<file path="src/rtl/instr_encoder.sv">
// RV32I instruction encoder: turns field-level requests into 32-bit words and
// writes them to sequential instruction-memory addresses through one write port.
module instr_encoder #(
  parameter int              DEPTH     = 256,
  parameter int              ADDR_W    = 32,
  parameter logic [ADDR_W-1:0] BASE_ADDR = '0
) (
  input  logic                       clk,
  input  logic                       rst,
  input  logic                       in_valid,
  output logic                       in_ready,
  input  logic [2:0]                 in_class,
  input  logic [4:0]                 in_rd,
  input  logic [4:0]                 in_rs1,
  input  logic [4:0]                 in_rs2,
  input  logic [2:0]                 in_funct3,
  input  logic [6:0]                 in_funct7,
  input  logic [20:0]                in_imm,
  input  logic                       clear,
  output logic                       mem_we,
  output logic [ADDR_W-1:0]          mem_addr,
  output logic [31:0]                mem_wdata,
  input  logic                       mem_ready,
  output logic                       full,
  output logic [$clog2(DEPTH):0]     count,
  output logic                       err,
  output logic [1:0]                 err_code
);

  localparam int PTR_W = (DEPTH > 1) ? $clog2(DEPTH) : 1;
  localparam int CNT_W = $clog2(DEPTH) + 1;

  localparam logic [1:0] ERR_NONE  = 2'd0;
  localparam logic [1:0] ERR_CLASS = 2'd1;
  localparam logic [1:0] ERR_RANGE = 2'd2;
  localparam logic [1:0] ERR_ALIGN = 2'd3;

  typedef enum logic {IDLE, WRITE} state_t;

  state_t                 state, state_next;
  logic [PTR_W-1:0]       ptr;
  logic [CNT_W-1:0]       cnt;
  logic [31:0]            word_p1;
  logic                   err_p1;
  logic [1:0]             err_code_p1;

  logic signed [20:0]     imm_s;
  logic [31:0]            enc_word;
  logic [1:0]             enc_err;
  logic                   hs, accept, reject, wr_done;

  function automatic logic fits12(input logic signed [20:0] v);
    return (v >= -21'sd2048) && (v <= 21'sd2047);
  endfunction

  function automatic logic fits13(input logic signed [20:0] v);
    return (v >= -21'sd4096) && (v <= 21'sd4095);
  endfunction

  assign imm_s = in_imm;

  always_comb begin
    enc_word = '0;
    enc_err  = ERR_NONE;
    case (in_class)
      3'd0: enc_word = {in_funct7, in_rs2, in_rs1, in_funct3, in_rd, 7'b0110011};
      3'd1, 3'd2, 3'd6: begin
        if (!fits12(imm_s)) enc_err = ERR_RANGE;
        if (in_class == 3'd1)
          enc_word = {in_imm[11:0], in_rs1, in_funct3, in_rd, 7'b0010011};
        else if (in_class == 3'd2)
          enc_word = {in_imm[11:0], in_rs1, in_funct3, in_rd, 7'b0000011};
        else
          enc_word = {in_imm[11:0], in_rs1, 3'b000, in_rd, 7'b1100111};
      end
      3'd3: begin
        if (!fits12(imm_s)) enc_err = ERR_RANGE;
        enc_word = {in_imm[11:5], in_rs2, in_rs1, in_funct3, in_imm[4:0], 7'b0100011};
      end
      3'd4: begin
        if (!fits13(imm_s))  enc_err = ERR_RANGE;
        else if (in_imm[0])  enc_err = ERR_ALIGN;
        enc_word = {in_imm[12], in_imm[10:5], in_rs2, in_rs1, in_funct3,
                    in_imm[4:1], in_imm[11], 7'b1100011};
      end
      3'd5: begin
        if (in_imm[0]) enc_err = ERR_ALIGN;
        enc_word = {in_imm[20], in_imm[10:1], in_imm[11], in_imm[19:12], in_rd, 7'b1101111};
      end
      default: enc_err = ERR_CLASS;
    endcase
  end

  // A clear cycle never counts as a transfer even though in_ready stays up.
  assign in_ready = (state == IDLE) && !full;
  assign hs       = in_valid && in_ready && !clear;
  assign accept   = hs && (enc_err == ERR_NONE);
  assign reject   = hs && (enc_err != ERR_NONE);
  assign wr_done  = (state == WRITE) && mem_ready && !clear;

  always_ff @(posedge clk or posedge rst) begin
    if (rst) state <= IDLE;
    else     state <= state_next;
  end

  always_comb begin
    state_next = state;
    if (clear) begin
      state_next = IDLE;
    end else begin
      case (state)
        IDLE:    if (accept)    state_next = WRITE;
        WRITE:   if (mem_ready) state_next = IDLE;
        default: state_next = IDLE;
      endcase
    end
  end

  // Stage p1: registered word, pointer/occupancy and error pulse
  always_ff @(posedge clk or posedge rst) begin
    if (rst) begin
      word_p1     <= '0;
      ptr         <= '0;
      cnt         <= '0;
      err_p1      <= 1'b0;
      err_code_p1 <= ERR_NONE;
    end else begin
      err_p1      <= reject;
      err_code_p1 <= reject ? enc_err : ERR_NONE;
      if (accept) word_p1 <= enc_word;
      if (clear) begin
        ptr <= '0;
        cnt <= '0;
      end else if (wr_done) begin
        ptr <= (ptr == PTR_W'(DEPTH - 1)) ? '0 : ptr + PTR_W'(1);
        cnt <= cnt + CNT_W'(1);
      end
    end
  end

  assign mem_we    = (state == WRITE);
  assign mem_wdata = word_p1;
  assign mem_addr  = BASE_ADDR + {{(ADDR_W-PTR_W-2){1'b0}}, ptr, 2'b00};
  assign full      = (cnt == CNT_W'(DEPTH));
  assign count     = cnt;
  assign err       = err_p1;
  assign err_code  = err_code_p1;

endmodule

</file>
<file path="config.mk">
export PLATFORM = sky130hd
export DESIGN_NAME = instr_encoder
export DESIGN_NICKNAME = d
export VERILOG_FILES = /design/src/rtl/instr_encoder.sv
export SDC_FILE = /design/constraint.sdc
export NUM_CORES = 1
export LEC_CHECK = 0
export ABC_AREA = 1
export BUFFER_PORTS_ARGS = -buffer_cell sky130_fd_sc_hd__buf_4
export CORE_AREA = 2 2 92 94
export DETAILED_ROUTE_END_ITERATION = 6
export DIE_AREA = 0 0 94 96
export PLACE_DENSITY_LB_ADDON = 0.15
export SYNTH_ARGS = -nofsm -noshare
export SYNTH_HDL_FRONTEND = slang
export SYNTH_SLANG_ARGS = --single-unit
</file>
<file path="constraint.sdc">
create_clock -name clk -period 1.9 [get_ports clk]
set_input_delay 0.095 -clock clk [delete_from_list [all_inputs] [get_ports clk]]
set_output_delay 0.095 -clock clk [all_outputs]
set_load 0.005 [all_outputs]
</file>
==> metrics.txt, run 1 <==
Arr. time, crit path 1910 ps; setup TNS 0 ps; Top Usage Layer GRT met2; Tot GR Track Use 0.1962; Mapped Area 0.003122 mm^2; Final nets 575; Final Skew 9.778 ps; die area 0.009024 mm^2; Core Region 0.008051 mm^2; fin crit share 0.8789; WL final 8837 um; CP Capture Type flop; status complete, no violations; DP HPWL 6705 um; FP Rows 33; Clk pwr share 0.217; GRT overflow 0; area leader, netlist dfrtp_1; met2 Track Usage GR 0.3065; first-pass GRT wire length 13,990 um; post-synthesis cell type count 33; met1 Use GR 0.2762; RSZ-0062 raised after global routing no; critical path peak fanout 32; logic gate share of total power 0.285; fill count 799; vias in the first global route 2,903; area grow syn2layout 31.38%; largest net degree at the start of global routing 33; Main synth FF type dfrtp_1; internal power 0.001928 W; FMAX 0.5988 GHz; sequential share of power 0.499; Least-Margin Pin Slew 504.9 ps; initial antenna violation count 0; top cells by area, synth dfrtp_1 (42%), nand2_1 (13%), buf_4 (6.7%); Num CTS Buffers 5; io pins 133; CTS root buf clkbuf_8; clock transition at the registers of the reported paths 90 ps; Iter 0 DRT Violations 127; Peak VDD IR 0.2835 mV; Residual DRC 0; Max clock buf depth 2; n_diodes 0; met3 Usage GRT 0.03524; crit path kind reg2reg; H-tree depth 2; Slew Limit Fails 0; gp weighted congestion 0.8632; EDFF count, synth 0; top-count cell post-synth nand2_1; relative max-transition margin 0.6629; startpoint types flop; layout cells sized above 1 0.2799; vias post-DR 3,030; Final Hold Viols 0; net load switching power 0.0008413 W; PD cells 675.1 mW/mm^2; commonest cells in the netlist nand2_1 (111), dfrtp_1 (52), inv_1 (41); Pwr Total 0.002769 W; routed length per placed instance 14.18 um; Starting Density 0.3877; vias per inst 4.864; Yosys warning count 0; # setup viols final 0; share of the synthesized area in the top cell type 0.4168; switching share of total power 0.3038; DRT Pass-1 Iters 4; Mean Syn Cell Area 7.633 um^2; IO Port Bufs 108; Gate Count Post-Synth 409; clk_lat worst skew 300 ps; Min-Delay Path Class in2reg; Static Leak 2.168 nW; Tmin final 1670 ps; Post-DRT Antenna Nets 0; Sink Count 52; Die Span X 94 um; Critical Path RT 2140 ps; sequential area share after synthesis 0.4168; max cap viols 0; Seq cells post-synth 52; Post-synth ARST share 1.000; Die H 96 um; TritonCTS clock tree yes
area by class of cell:
cell class	count	area [um^2]	area share
clock inverter	1	5.005	0.001220
sequential	52	1301	0.3173
clock buffer	6	72.57	0.01769
tap	105	131.4	0.03203
timing repair buffer	119	955.9	0.2331
inverter	46	173.9	0.04240
multi-input combinational	294	1461	0.3563
stage by stage:
stage	cell area, um^2	hold WS, ps	setup slack (ps)	utilization	cells
global placement	3930	161.4	123.0	0.4881	611
floorplan	3208	168.5	350.9	-	432
finish	4101	136.1	230.1	0.5094	623
CTS	4028	138.8	2.259	0.5002	620
global route	4101	179.5	66.47	0.5094	623
detailed placement	3930	161.8	25.49	0.4881	611
cells by family (layout without fill, tap and decap cells):
kind of cell / Yosys count / count (layout) / share of synthesized area
adder cells (fa/ha/maj): 3 / 3 / 0.01203
AND/OR/NAND/NOR: 202 / 203 / 0.2990
AO/OA/AOI/OAI: 64 / 64 / 0.1198
flip-flops: 52 / 52 / 0.4168
other: 1 / 24 / 0.001201
buffers and inverters: 87 / 172 / 0.1511
registers in the layout, summed over array words and instances, names as in the netlist:
signal,cells
count,9
err,1
err_code,2
mem_wdata,31
mem_we,1
ptr,8
layout by cell type, fill, tap and decap left out, types with 2 or more instances in the layout:
cell type	instances
dfrtp_1	52
conb_1	24
nor3_1	7
nand3_1	11
nor2_4	3
ha_1	3
dlygate4sd3_1	2
inv_1	40
clkinv_2	2
nor2_1	26
nand4_1	32
buf_12	4
buf_4	112
nand4_4	2
o21ai_0	38
a21oi_1	14
a21oi_4	2
clkbuf_8	5
a22o_1	5
nand2_1	111
inv_2	5
nand2_2	6
critical path, stage by stage, from the launching register on:
cell and delay (ps):
dfrtp_1 410, inv_1 80, ha_1 200, nand4_1 100, o21ai_1 110, nor2_4 210, buf_8 250, nand4_1 130
nand2_1 100
metal layers:
| metal | vias to the layer above | wire, um | share of wire |
|---|---|---|---|
| li1 | 1517 | - | - |
| met1 | 1377 | 4046 | 0.46 |
| met2 | 124 | 4010 | 0.45 |
| met3 | 12 | 614 | 0.069 |
| met4 | 0 | 164 | 0.019 |
| met5 | - | 0 | 0 |
power groups by stage:
stage | Clock (W) | Combinational [W] | Sequential, W
2_1_floorplan | 0 | 0.000362 | 0.00139
3_3_place_gp | 0 | 0.000761 | 0.00140
3_5_place_dp | 0 | 0.000776 | 0.00140
4_1_cts | 0.000616 | 0.000779 | 0.00138
5_1_grt | 0.000656 | 0.000895 | 0.00140
6_report | 0.000600 | 0.000789 | 0.00138
worst paths after layout:
check | from | to | slack, ps | depth (start not counted)
min in group asynchronous | rst | mem_wdata[24] | 380 | 3
setup / recovery | count[0] | mem_wdata[20] | 230 | 8
max in group asynchronous | rst | mem_wdata[29] | 970 | 4
setup reg to reg | count[0] | mem_wdata[20] | 230 | 8
hold reg to reg | mem_wdata[24] | mem_wdata[24] | 480 | 2
hold / removal | in_class[1] | mem_wdata[4] | 140 | 4
what timing repair did:
action                                  4_1_cts  5_1_grt
endpoints found under the setup margin        0       32
endpoints found under the hold margin        22        0
resized for setup                             0        4
setup buffers                                 0        2
hold buffers                                  2        0
Power figures use the tool's default switching activity.
==> inputs of run 2 (changes only) <==
--- a/config.mk
+++ b/config.mk
@@ -7,10 +7,11 @@
 export LEC_CHECK = 0
 export ABC_AREA = 1
 export BUFFER_PORTS_ARGS = -buffer_cell sky130_fd_sc_hd__buf_4
+export CAP_MARGIN = 20
 export CORE_AREA = 2 2 92 94
 export DETAILED_ROUTE_END_ITERATION = 6
 export DIE_AREA = 0 0 94 96
-export PLACE_DENSITY_LB_ADDON = 0.15
+export PLACE_DENSITY = 0.68
 export SYNTH_ARGS = -nofsm -noshare
 export SYNTH_HDL_FRONTEND = slang
 export SYNTH_SLANG_ARGS = --single-unit
==> metrics.txt, run 2 (synthesis gave the netlist of run 1 again) <==
WL final 8346 um (-5.6%); Tot GR Track Use 0.1882 (-0.008058); GRT overflow 0 (unchanged); area grow syn2layout 29.46%; Max clock buf depth 2 (unchanged); most common cell after layout, fill and taps aside buf_4; Final nets 576 (+0.17%); DRT Pass-1 Iters 4 (unchanged); Reg-to-Reg End mem_wdata[29]; reg-to-reg slack, setup 200 ps (-30 ps); io pins 133 (unchanged); die area 0.009024 mm^2 (unchanged); met3 Usage GRT 0.04072 (+0.005482); Die H 96 um (unchanged); Post-DRT Antenna Nets 0 (unchanged); DP HPWL 6538 um (-2.5%); Residual DRC 0 (unchanged); crit path capture mem_wdata[29]; R2R Path Start count[0]; logic gate share of total power 0.276 (-0.009); # setup viols final 0 (unchanged); clk_lat worst skew 310 ps (about the same); critical path peak fanout 17 (-47%); Final Non-Filler Cells 625 (+0.32%); sequential share of power 0.494 (-0.005); crit path kind in2reg; H-tree depth 2 (unchanged); gp weighted congestion 0.9016 (+4.4%); Die Span X 94 um (unchanged); Arr. time, crit path 1910 ps (about the same); vias per inst 4.850 (-0.29%); Final Skew 12.59 ps (+2.807 ps); post-CTS repair timing setup buffer count 0 (unchanged); initial antenna violation count 0 (unchanged); CTS root buf clkbuf_8; Iter 0 DRT Violations 108 (-15%); Least-Margin Pin Slew 519.2 ps (+14.28 ps); FMAX 0.5848 GHz (-2.3%); max cap viols 0 (unchanged); final core utilization 0.5019 (-0.007459); n_diodes 0 (unchanged); most frequent cells in the layout buf_4 (119), nand2_1 (111), dfrtp_1 (52); PD cells 692.5 mW/mm^2 (+2.6%); Clk pwr share 0.230 (+0.013); largest net degree at the start of global routing 21 (-36%); fill count 796 (-0.38%); pre-CTS WS 228.4 ps (+203.0 ps); CP Capture Type flop; fin crit share 0.9000 (+0.02112); Num CTS Buffers 5 (unchanged); Static Leak 2.156 nW (-0.56%); TritonCTS clock tree yes; PostCTS Resize Cnt 0 (unchanged); internal power 0.001928 W (about the same); Top Usage Layer GRT met2; max reg flops 31 (unchanged); setup TNS 0 ps (unchanged); met2 Track Usage GR 0.3155 (+0.008929); net load switching power 0.0008708 W (+3.5%); Peak VDD IR 0.3098 mV (+9.3%); switching share of total power 0.3111 (+0.007301); status complete, no violations; startpoint types primary input; Worst setup startpoint clear; FP Rows 33 (unchanged); Tmin final 1710 ps (+40.14 ps); Pwr Total 0.002799 W (+1.1%); FF-to-FF path depth 9 (+1); Starting Density 0.3877 (unchanged); vias in the first global route 2,774 (-4.4%); met1 Use GR 0.2488 (-0.02747); PnR worst setup slack 189.9 ps (-40.14 ps); Slew Limit Fails 0 (unchanged); vias post-DR 3,031 (+0.033%); RSZ-0062 raised after global routing no; Placed Instances 615 (+0.65%); clock transition at the registers of the reported paths 90 ps (about the same); layout cells sized above 1 0.2827 (+0.002770); Final Hold Viols 0 (unchanged); first-pass GRT wire length 13,370 um (-4.4%); Critical Path RT 2100 ps (-40 ps); relative max-transition margin 0.6531 (-0.009802); Sink Count 52 (unchanged); routed length per placed instance 13.35 um (-5.9%); Core Region 0.008051 mm^2 (unchanged); Min-Delay Path Class in2reg; IO Port Bufs 108 (unchanged)
run 2: cell type report:
cell class / instances / area, um^2 / share of cell area
inverter: 46 / 173.9 / 0.04303
timing repair buffer: 121 / 913.4 / 0.2260
clock buffer: 6 / 72.57 / 0.01796
clock inverter: 2 / 13.76 / 0.003406
sequential: 52 / 1301 / 0.3220
tap: 105 / 131.4 / 0.03251
multi-input combinational: 293 / 1435 / 0.3551
run 2: power by group through the flow:
stage / combinational (W) / sequential (W) / clock (W)
finish: 0.000772 / 0.00138 / 0.000644
global route: 0.000875 / 0.00140 / 0.000708
CTS: 0.000784 / 0.00138 / 0.000657
detailed placement: 0.000780 / 0.00140 / 0
global placement: 0.000767 / 0.00141 / 0
floorplan: 0.000362 / 0.00139 / 0
run 2: worst max-delay path, stage by stage:
cell           delay (ps)
dlygate4sd3_1         530
buf_4                 150
inv_1                 270
nand2_1               130
nor2_2                230
nand4_4               120
buf_4                 230
nand2_1                80
nand2_1                50
run 2: how the worst min path moves through the flow:
stage / start / end / cells after the start
detailed placement: rst / count[6] / 2
floorplan: clear / count[8] / 1
global placement: rst / count[6] / 2
global route: in_class[1] / mem_wdata[4] / 4
CTS: in_class[1] / mem_wdata[4] / 4
finish: in_class[1] / mem_wdata[4] / 4
run 2: repair_timing:
action,in CTS,in global routing
endpoints found under the hold margin,19,0
endpoints found under the setup margin,0,0
hold buffers,2,0
run 2: metrics by stage:
stage	instance area, um^2	hold slack (ps)
floorplan	3208	168.5
global placement	3935	124.8
detailed placement	3935	121.0
CTS	4041	108.7
global route	4041	136.5
finish	4041	113.1
run 2: per-layer routing:
metal,routed length [um],up-vias
met4,112,0
met3,605,8
met2,3966,128
met1,3663,1379
met5,0,-
li1,-,1516
==> inputs of run 3 (changes only) <==
--- a/config.mk
+++ b/config.mk
@@ -8,10 +8,14 @@
 export ABC_AREA = 1
 export BUFFER_PORTS_ARGS = -buffer_cell sky130_fd_sc_hd__buf_4
 export CAP_MARGIN = 20
-export CORE_AREA = 2 2 92 94
+export CELL_PAD_IN_SITES_DETAIL_PLACEMENT = 0
+export CELL_PAD_IN_SITES_GLOBAL_PLACEMENT = 1
+export CORE_AREA = 2 2 101 103
 export DETAILED_ROUTE_END_ITERATION = 6
-export DIE_AREA = 0 0 94 96
-export PLACE_DENSITY = 0.68
+export DIE_AREA = 0 0 103 105
+export PLACE_DENSITY = 0.79
+export RECOVER_POWER = 25
+export SLEW_MARGIN = 10
 export SYNTH_ARGS = -nofsm -noshare
 export SYNTH_HDL_FRONTEND = slang
 export SYNTH_SLANG_ARGS = --single-unit
==> metrics.txt, run 3 (synthesis gave the netlist of run 1 again) <==
Final Hold Viols 0 (unchanged); Residual DRC 0 (unchanged); vias post-DR 3,084 (+1.7%); area grow syn2layout 33.15%; Final nets 579 (+0.52%); max reg flops 31 (unchanged); routed length per placed instance 14.26 um (+6.8%); Die Span X 103 um (+9.6%); layout cells sized above 1 0.2830 (+0.0002905); DRT Pass-1 Iters 4 (unchanged); relative max-transition margin 0.4668 (-0.1863); sequential share of power 0.488 (-0.006); largest delay contributor family on the critical path flip-flops; Tot GR Track Use 0.1708 (-0.01738); Die H 105 um (+9.4%); most used cell, CP nand4_1; Static Leak 2.157 nW (about the same); switching share of total power 0.3101 (-0.001004); Final Skew 6.220 ps (-6.365 ps); Sink Count 52 (unchanged); largest net degree at the start of global routing 33 (+57%); final core utilization 0.4312 (-0.07074); vias in the first global route 2,894 (+4.3%); clk_lat worst skew 310 ps (about the same); Least-Margin Pin Slew 798.9 ps (+279.7 ps); Starting Density 0.3239 (-0.06387); n_diodes 0 (unchanged); flip-flop and latch area 0.001301 mm^2 (unchanged); Arr. time, crit path 1990 ps (+80 ps); clock transition at the registers of the reported paths 100 ps (about the same); FP Rows 36 (+9.1%); critical path peak fanout 32 (+15); io pins 133 (unchanged); startpoint types flop; Num CTS Buffers 5 (unchanged); FMAX 0.5595 GHz (-4.3%); fill count 1,071 (+35%); GRT overflow 0 (unchanged); Core Region 0.009639 mm^2 (+20%); fin crit share 0.9407 (+0.04062); logic gate share of total power 0.278 (+0.002); Slew Limit Fails 0 (unchanged); max cap viols 0 (unchanged); CP Capture Type flop; area of the multi-input gates 0.001491 mm^2 (+3.9%); first-pass GRT wire length 14,560 um (+8.9%); initial antenna violation count 0 (unchanged); H-tree depth 2 (unchanged); DP HPWL 7049 um (+7.8%); gp weighted congestion 0.8743 (-3.0%); Tmin final 1787 ps (+77.17 ps); die area 0.01082 mm^2 (+20%); IO Port Bufs 108 (unchanged); most frequent cells in the layout nand2_1 (111), buf_4 (96), dfrtp_1 (52); worst-path cell chain inv_1 > ha_1 > nand4_1 > o21ai_2 > nor2_4 > buf_12 > buf_8 > nand4_1 > nand2_1; Max stage delay on crit path 430 ps (-100 ps); Iter 0 DRT Violations 197 (+82%); Post-DRT Antenna Nets 0 (unchanged); WL final 9357 um (+12%); vias per inst 4.701 (-3.1%); CTS root buf clkbuf_8; Crit-path slowest cell dfrtp_1; net load switching power 0.0008773 W (+0.74%); crit path kind reg2reg; most common cell after layout, fill and taps aside nand2_1; Clk pwr share 0.234 (+0.004); # setup viols final 0 (unchanged); internal power 0.001951 W (+1.2%); RSZ-0062 raised after global routing no; Critical path buffers and inverters 3 (-1); TritonCTS clock tree yes; Peak VDD IR 0.2719 mV (-12%); Min-Delay Path Class in2reg; Critical Path RT 2100 ps (about the same); status complete, no violations; PD cells 680.6 mW/mm^2 (-1.7%); hold_ws 145.5 ps (+32.42 ps); Max clock buf depth 2 (unchanged)
==> run 3: path summary, 6_finish.rpt <==
kind	start	depth (start not counted)	slack, ps	endpoint
min in group asynchronous	rst	3	490	mem_wdata[1]
max in group asynchronous	rst	4	660	mem_wdata[18]
worst max-delay path	count[0]	9	110	mem_wdata[8]
worst max register to register	count[0]	9	110	mem_wdata[8]
worst min register to register	mem_wdata[18]	2	480	mem_wdata[18]
worst min-delay path	in_rs2[2]	5	150	mem_wdata[22]
==> run 3: layout make-up <==
| class | count | share of cell area |
|---|---|---|
| multi-input cells | 295 | 0.3588 |
| flip-flops and latches | 52 | 0.3131 |
| repair buffers | 122 | 0.2237 |
| inverters | 46 | 0.04184 |
| well taps | 133 | 0.04004 |
| clock buffers | 7 | 0.02077 |
| clock inverters | 1 | 0.001806 |
==> run 3: power groups by stage <==
stage / logic [W] / registers (W) / clock network [W]
after global routing: 0.000882 / 0.00140 / 0.000748
after detailed placement: 0.000789 / 0.00140 / 0
after global placement: 0.000774 / 0.00141 / 0
final: 0.000787 / 0.00138 / 0.000662
after floorplan: 0.000362 / 0.00139 / 0
after CTS: 0.000807 / 0.00138 / 0.000680
==> run 3: metrics by stage <==
stage	setup WS [ps]	instance area (um^2)	setup TNS, ps	power [W]	instances
floorplan	350.9	3208	0	0.001752	432
global placement	-61.19	3960	-1368	0.002180	641
detailed placement	-116.2	3960	-3028	0.002192	641
CTS	53.92	4119	0	0.002871	654
global route	23.29	4156	0	0.003028	656
finish	112.8	4156	0	0.002829	656
==> run 3: repair_timing <==
item                                   in CTS  in global routing
cloned                                      1                  1
resized for setup                           3                  3
hold buffers                                2                  0
endpoints found under the hold margin      19                  0
setup endpoints to repair                  32                 24
pin swaps                                   2                  2
setup buffers                               2                  1
==> run 3: worst min-delay path: stages <==
cell,delay (ps)
buf_4,80
nand2_1,40
o21ai_0,60
nand4_1,90
nand2_1,70
==> run 3: layer usage <==
| layer | vias to the layer above | global-route usage | part of all wire |
|---|---|---|---|
| li1 | 1527 | - | - |
| met1 | 1459 | 0.2435 | 0.47 |
| met2 | 94 | 0.2686 | 0.47 |
| met3 | 4 | 0.03344 | 0.053 |
| met4 | 0 | 0.03383 | 0.0041 |
| met5 | - | 0 | 0 |
